<file path="config.mk">
export PLATFORM = sky130hd
export DESIGN_NAME = md_unit_iter_flat
export DESIGN_NICKNAME = d
export VERILOG_FILES = /design/src/rtl/md_pkg.sv /design/src/rtl/md_unit_iter_if.sv /design/src/rtl/md_div_iter.sv /design/src/rtl/md_unit_iter.sv /design/src/flat_wrapper.sv
export SDC_FILE = /design/constraint.sdc
export NUM_CORES = 2
export LEC_CHECK = 0
export CAP_MARGIN = 20
export CORE_MARGIN = 5
export CORE_UTILIZATION = 50
export DETAILED_ROUTE_END_ITERATION = 7
export GPL_ROUTABILITY_DRIVEN = 1
export GPL_TIMING_DRIVEN = 0
export PLACE_DENSITY = 0.69
export SLEW_MARGIN = 10
export SYNTH_ARGS = -nofsm -noshare
export SYNTH_HDL_FRONTEND = slang
export SYNTH_HIERARCHICAL = 1
export SYNTH_SLANG_ARGS = --single-unit
</file>
<file path="constraint.sdc">
create_clock -name clk -period 18.4 [get_ports clk]
set_clock_uncertainty 0.2 [all_clocks]
set_input_delay 5.52 -clock clk [delete_from_list [all_inputs] [get_ports clk]]
set_output_delay 5.52 -clock clk [all_outputs]
set_load 0.05 [all_outputs]
</file>
<file path="src/rtl/md_pkg.sv">
// Shared definitions for the EX-stage multiply/divide unit: op codes,
// FSM states and op classification helpers.
package md_pkg;

  typedef enum logic [3:0] {
    NONE  = 4'd0,
    MULT  = 4'd1,
    MULTU = 4'd2,
    DIV   = 4'd3,
    DIVU  = 4'd4,
    MFHI  = 4'd5,
    MFLO  = 4'd6,
    MTHI  = 4'd7,
    MTLO  = 4'd8,
    MADD  = 4'd9,
    MADDU = 4'd10,
    MSUB  = 4'd11,
    MSUBU = 4'd12
  } md_op_e;

  typedef enum logic [1:0] {
    ST_IDLE = 2'd0,
    ST_MUL  = 2'd1,
    ST_DIV  = 2'd2,
    ST_DFIX = 2'd3
  } md_state_e;

  function automatic logic is_start(input logic [3:0] op);
    return op inside {MULT, MULTU, DIV, DIVU, MADD, MADDU, MSUB, MSUBU};
  endfunction

  function automatic logic is_mul(input logic [3:0] op);
    return op inside {MULT, MULTU, MADD, MADDU, MSUB, MSUBU};
  endfunction

  function automatic logic is_signed_op(input logic [3:0] op);
    return op inside {MULT, MADD, MSUB, DIV};
  endfunction

endpackage

</file>
<file path="src/rtl/md_unit_iter_if.sv">
// Pipeline-side port bundle of the multiply/divide unit.
interface md_unit_iter_if #(
  parameter int WIDTH = 32
);
  logic             flush;
  logic [3:0]       op;
  logic [WIDTH-1:0] rs;
  logic [WIDTH-1:0] rt;
  logic             busy;
  logic [WIDTH-1:0] out;

  modport master (output flush, op, rs, rt, input busy, out);
  modport slave  (input flush, op, rs, rt, output busy, out);
endinterface

</file>
<file path="src/rtl/md_div_iter.sv">
// Unsigned restoring divider core: one quotient bit per cycle, WIDTH cycles
// after start. done flags the cycle whose closing edge produces the result.
module md_div_iter #(
  parameter int WIDTH = 32
) (
  input  logic             clk,
  input  logic             rst,
  input  logic             start,
  input  logic             kill,
  input  logic [WIDTH-1:0] dividend,
  input  logic [WIDTH-1:0] divisor,
  output logic             done,
  output logic [WIDTH-1:0] quo,
  output logic [WIDTH-1:0] rem
);

  localparam int IW = (WIDTH > 1) ? $clog2(WIDTH) : 1;

  logic             running;
  logic [IW-1:0]    iter;
  logic [WIDTH-1:0] dvsr;
  logic [WIDTH:0]   shifted;
  logic             ge;

  // quo doubles as the dividend shift register; quotient bits enter at the bottom
  assign shifted = {rem, quo[WIDTH-1]};
  assign ge      = shifted >= {1'b0, dvsr};
  assign done    = running && (iter == IW'(WIDTH - 1));

  always_ff @(posedge clk) begin
    if (rst) begin
      running <= 1'b0;
      iter    <= '0;
      quo     <= '0;
      rem     <= '0;
      dvsr    <= '0;
    end else if (kill) begin
      running <= 1'b0;
      iter    <= '0;
    end else if (start) begin
      running <= 1'b1;
      iter    <= '0;
      quo     <= dividend;
      rem     <= '0;
      dvsr    <= divisor;
    end else if (running) begin
      rem     <= ge ? (shifted[WIDTH-1:0] - dvsr) : shifted[WIDTH-1:0];
      quo     <= {quo[WIDTH-2:0], ge};
      iter    <= iter + IW'(1);
      if (done) running <= 1'b0;
    end
  end

endmodule

</file>
<file path="src/rtl/md_unit_iter.sv">
// EX-stage multiply/divide unit owning HI/LO: fixed-latency multiply and
// multiply-accumulate, iterative divide with sign fix-up, flushable.
module md_unit_iter
  import md_pkg::*;
#(
  parameter int WIDTH   = 32,
  parameter int MUL_LAT = 5
) (
  input logic           clk,
  input logic           rst,
  md_unit_iter_if.slave bus
);

  localparam int CW = $clog2(MUL_LAT + 1);

  md_state_e          state;
  md_op_e             op;
  logic [WIDTH-1:0]   hi, lo;
  logic [CW-1:0]      cnt;
  logic [2*WIDTH-1:0] mul_res;
  logic               q_neg, r_neg, div_zero;
  logic [WIDTH-1:0]   rs_orig;

  logic               idle_take, sgn;
  logic [2*WIDTH-1:0] ext_a, ext_b, prod, acc;
  logic               div_start, div_done;
  logic [WIDTH-1:0]   abs_rs, abs_rt, div_quo, div_rem;

  assign op        = md_op_e'(bus.op);
  assign idle_take = (state == ST_IDLE) && !bus.flush;
  assign sgn       = is_signed_op(bus.op);

  // Low 2*WIDTH bits of the extended product are exact for both signednesses
  always_comb begin
    ext_a = {{WIDTH{sgn & bus.rs[WIDTH-1]}}, bus.rs};
    ext_b = {{WIDTH{sgn & bus.rt[WIDTH-1]}}, bus.rt};
    prod  = ext_a * ext_b;
    acc   = prod;
    if (op == MADD || op == MADDU)      acc = {hi, lo} + prod;
    else if (op == MSUB || op == MSUBU) acc = {hi, lo} - prod;
  end

  assign abs_rs    = (sgn && bus.rs[WIDTH-1]) ? -bus.rs : bus.rs;
  assign abs_rt    = (sgn && bus.rt[WIDTH-1]) ? -bus.rt : bus.rt;
  assign div_start = idle_take && (op == DIV || op == DIVU);

  md_div_iter #(.WIDTH(WIDTH)) u_div (
    .clk      (clk),
    .rst      (rst),
    .start    (div_start),
    .kill     (bus.flush),
    .dividend (abs_rs),
    .divisor  (abs_rt),
    .done     (div_done),
    .quo      (div_quo),
    .rem      (div_rem)
  );

  assign bus.busy = (state != ST_IDLE) || is_start(bus.op);

  always_comb begin
    bus.out = '0;
    if (op == MFHI)      bus.out = hi;
    else if (op == MFLO) bus.out = lo;
  end

  // Control FSM; flush anywhere outside IDLE abandons the op without commit
  always_ff @(posedge clk) begin
    if (rst) begin
      state    <= ST_IDLE;
      hi       <= '0;
      lo       <= '0;
      cnt      <= '0;
      mul_res  <= '0;
      q_neg    <= 1'b0;
      r_neg    <= 1'b0;
      div_zero <= 1'b0;
      rs_orig  <= '0;
    end else begin
      case (state)
        ST_IDLE: begin
          if (idle_take) begin
            if (op == MTHI) hi <= bus.rs;
            else if (op == MTLO) lo <= bus.rs;
            else if (is_mul(bus.op)) begin
              mul_res <= acc;
              cnt     <= CW'(MUL_LAT);
              state   <= ST_MUL;
            end else if (op == DIV || op == DIVU) begin
              q_neg    <= sgn & (bus.rs[WIDTH-1] ^ bus.rt[WIDTH-1]);
              r_neg    <= sgn & bus.rs[WIDTH-1];
              div_zero <= (bus.rt == '0);
              rs_orig  <= bus.rs;
              state    <= ST_DIV;
            end
          end
        end
        ST_MUL: begin
          if (bus.flush) begin
            state <= ST_IDLE;
            cnt   <= '0;
          end else if (cnt == CW'(1)) begin
            {hi, lo} <= mul_res;
            cnt      <= '0;
            state    <= ST_IDLE;
          end else begin
            cnt <= cnt - CW'(1);
          end
        end
        ST_DIV: begin
          if (bus.flush)     state <= ST_IDLE;
          else if (div_done) state <= ST_DFIX;
        end
        ST_DFIX: begin
          if (!bus.flush) begin
            hi <= div_zero ? rs_orig : (r_neg ? -div_rem : div_rem);
            lo <= div_zero ? '1      : (q_neg ? -div_quo : div_quo);
          end
          state <= ST_IDLE;
        end
        default: state <= ST_IDLE;
      endcase
    end
  end

endmodule
</file>
<file path="src/flat_wrapper.sv">
// flat-port wrapper written by rule: the top's interface ports become plain ports
module md_unit_iter_flat import md_pkg::*;
#(
  parameter int WIDTH   = 32,
  parameter int MUL_LAT = 5
)
  (clk, rst, bus_flush, bus_op, bus_rs, bus_rt, bus_busy, bus_out);
  md_unit_iter_if #(.WIDTH(WIDTH)) bus_i ();
  input logic clk;
  input logic rst;
  input wire logic [$bits(bus_i.flush)-1:0] bus_flush;
  input wire logic [$bits(bus_i.op)-1:0] bus_op;
  input wire logic [$bits(bus_i.rs)-1:0] bus_rs;
  input wire logic [$bits(bus_i.rt)-1:0] bus_rt;
  output wire logic [$bits(bus_i.busy)-1:0] bus_busy;
  output wire logic [$bits(bus_i.out)-1:0] bus_out;
  assign bus_i.flush = bus_flush;
  assign bus_i.op = bus_op;
  assign bus_i.rs = bus_rs;
  assign bus_i.rt = bus_rt;
  assign bus_busy = bus_i.busy;
  assign bus_out = bus_i.out;
  md_unit_iter #(.WIDTH(WIDTH), .MUL_LAT(MUL_LAT)) u_core (.clk(clk), .rst(rst), .bus(bus_i));
endmodule
</file>
==> impl_metrics.tcl <==
set metrics [dict create \
    grt.met1_usage_pct 53.9 \
    yosys_warnings 6 \
    clkTransAtPathRegs_ns 0.06 \
    grt_pass1_wl_um 392000 \
    grt_use_total_pct 40.6 \
    synthArstFlopShare_pct 0 \
    yosysSeqAreaShare_pct 8.67 \
    synth.area.top_cells "fa_1 (36%), dfxtp_1 (8.7%), ha_1 (7.8%), inv_1 (7.7%), nand2_1 (7.2%)" \
    cpMostUsedCell "fa_1" \
    layout-drive-gt1-share_pct 3.22 \
    final_nets 9367 \
    ys_types 97 \
    cts_sinks 270 \
    path_class "in2reg" \
    syn_avg_cell_area_um2 8.15 \
    synth_top_area_cell "fa_1" \
    antenna_found_initial 12 \
    pin_count 104 \
    crit_path_end_kind "flip-flop" \
    hpwlAfterDp_um 227000 \
    synthSimpleGateAreaFrac_pct 16.4 \
    fmax_ghz 0.0551 \
    core-area_um2 124000 \
    die_y_um 363 \
    die_width_um 363 \
    cap_violations 0 \
    cts_tree "built" \
    ant_nets 0 \
    num_rows 129 \
    grt-ovfl-total 0 \
    cts-htree-levels 1 \
    worst_slew_pin_slew_ns 1.24 \
    worstPathRequired_ns 18.66 \
    min_period_ns 18.14 \
    cts_buffer_depth 3 \
    synthAdderAreaFrac_pct 44.0 \
    syn-num-nets 9233 \
    hold_class "reg2reg" \
    finalMaxSlewViolations 0 \
    synth-compound-area-share_pct 15.5 \
    cp_max_fo 10 \
    final_common_cell "inv_1" \
    clockRootBuffer "clkbuf_16" \
    finalWirelength_um 271000 \
    synth_top_family_by_area "adder cells" \
    viasPerCell 6.19 \
    dr.pass1.iters 8 \
    drtIter0Drc 7318 \
    grtUsageMet3_pct 12.1 \
    cpPeakStageDelay_ns 0.86 \
    die-area_um2 132000 \
    grt_pass1_vias 57868 \
    setup_violations 0 \
    slowest_stage "buf_1" \
    regArea_um2 5410 \
    place_congestion 1.05 \
    failed_checks "design-rule violations" \
    fillers 11878 \
    hold_ws_ns 0.251 \
    muxShareOfSynthArea_pct 1.03 \
    wl_per_cell_um 28.7 \
    outcome "finished, violations left" \
    crit_path_start_kind "input pin" \
    use_met2_pct 58.1 \
    synth_xor_xnor_area_share_pct 3.43 \
    slew-limit-headroom_pct 17.2 \
    synth_top_area_share_pct 36.2 \
    syn_to_final_growth_pct 7.31 \
    ys_ff_latch 270 \
    start_util_pct 50.4 \
    synth_ff_type "dfxtp_1" \
    grt_max_degree 25 \
    arrival_ns 18.40 \
    grt_busiest_layer "met2" \
    hold_viol 0 \
    numCtsBuffers 30 \
    drc 2 \
    port_buffers 76 \
    clock_latency_ns 0.59 \
    layout_common_cells "inv_1 (1275), nand2_1 (1193), fa_1 (1127), a21oi_1 (397), nor2_1 (395)" \
    synth-edff-count 0 \
    fin_crit_sh_pct 98.6 \
    synth_area_um2 62300 \
    via_count 58549 \
    syn_inst 7646 \
    multi_input_area_um2 50400 \
]
==> critical path: cells and delay by family <==
kind	cells	cell delay [ns]
adders and majority gates	10	4.99
AOI/OAI and AO/OA	14	3.60
buffers and inverters	9	2.99
xor gates and xnor gates	2	0.71
and+or+nand+nor	3	0.55
==> cells in the mapped netlist, types with 92 or more instances <==
cell type  count
inv_1       1279
nand2_1     1193
fa_1        1128
clkbuf_1     411
a21oi_1      401
nor2_1       395
ha_1         388
and2_1       290
dfxtp_1      270
o21ai_0      232
xnor2_1      148
xor2_1        96
a211oi_1      94
a22oi_1       92
==> sequential cells by signal, indices dropped and copies added, names as in the netlist <==
name / cells
u_core/cnt: 3
u_core/div_zero: 1
u_core/hi: 32
u_core/lo: 32
u_core/mul_res: 64
u_core/q_neg: 1
u_core/r_neg: 1
u_core/rs_orig: 32
u_core/state: 2
u_core/u_div/dvsr: 32
u_core/u_div/iter: 5
u_core/u_div/quo: 32
u_core/u_div/rem: 32
u_core/u_div/running: 1
==> area by class of cell <==
type	instances	share of cell area [%]
well taps	1637	3.06
inverters	1291	7.27
plain buffers	508	3.04
flip-flops and latches	270	8.08
clock inverters	13	0.271
diodes	16	0.0599
clock buffers	38	1.24
multi-input cells	5571	75.3
repair buffers	108	1.63
==> repair_timing <==
action	CTS	global route
setup endpoints to repair	22	21
pin swaps	0	2
hold buffers	0	0
gates resized for setup	47	77
setup buffers	2	7
==> metal layers <==
layer / part of all wire [%] / wire (um) / vias to the layer above
li1: - / - / 24705
met1: 39 / 105000 / 29172
met2: 40 / 109000 / 3795
met3: 13 / 34600 / 865
met4: 8.3 / 22400 / 12
met5: 0.031 / 83 / -
==> per-stage QoR <==
step,setup TNS [ns],util [%],cell area (um2),worst slack [ns],std cells
floorplan,0,-,62300,2.81,7646
global route,-0.0423,54.0,66900,-0.0423,9438
CTS,0,53.7,66500,0.0502,9426
global placement,-45.81,52.6,65100,-2.72,9359
finish,0,54.0,66900,0.256,9452
detailed placement,-39.41,52.8,65300,-2.49,9375
==> kinds of logic after synthesis <==
| logic type | Yosys count |
|---|---|
| flip-flops | 270 |
| buffers and inverters | 1805 |
| XOR/XNOR | 244 |
| AO/OA/AOI/OAI | 1466 |
| multiplexers | 64 |
| AND/OR/NAND/NOR | 2281 |
| adder cells (fa/ha/maj) | 1516 |
==> path summary, 6_finish.rpt <==
check	startpoint	end	slack (ns)	cells past startpoint
worst min-delay path	u_core/mul_res[43]	u_core/mul_res[43]	0.25	2
worst max register to register	u_core/lo[1]	u_core/mul_res[51]	13.12	13
worst min register to register	u_core/mul_res[43]	u_core/mul_res[43]	0.25	2
worst max-delay path	bus_rs[20]	u_core/mul_res[62]	0.26	38
Power is left out: the tool's default activity adds up to more than one toggle a clock period on the data nets, which glitch-free logic cannot reach.
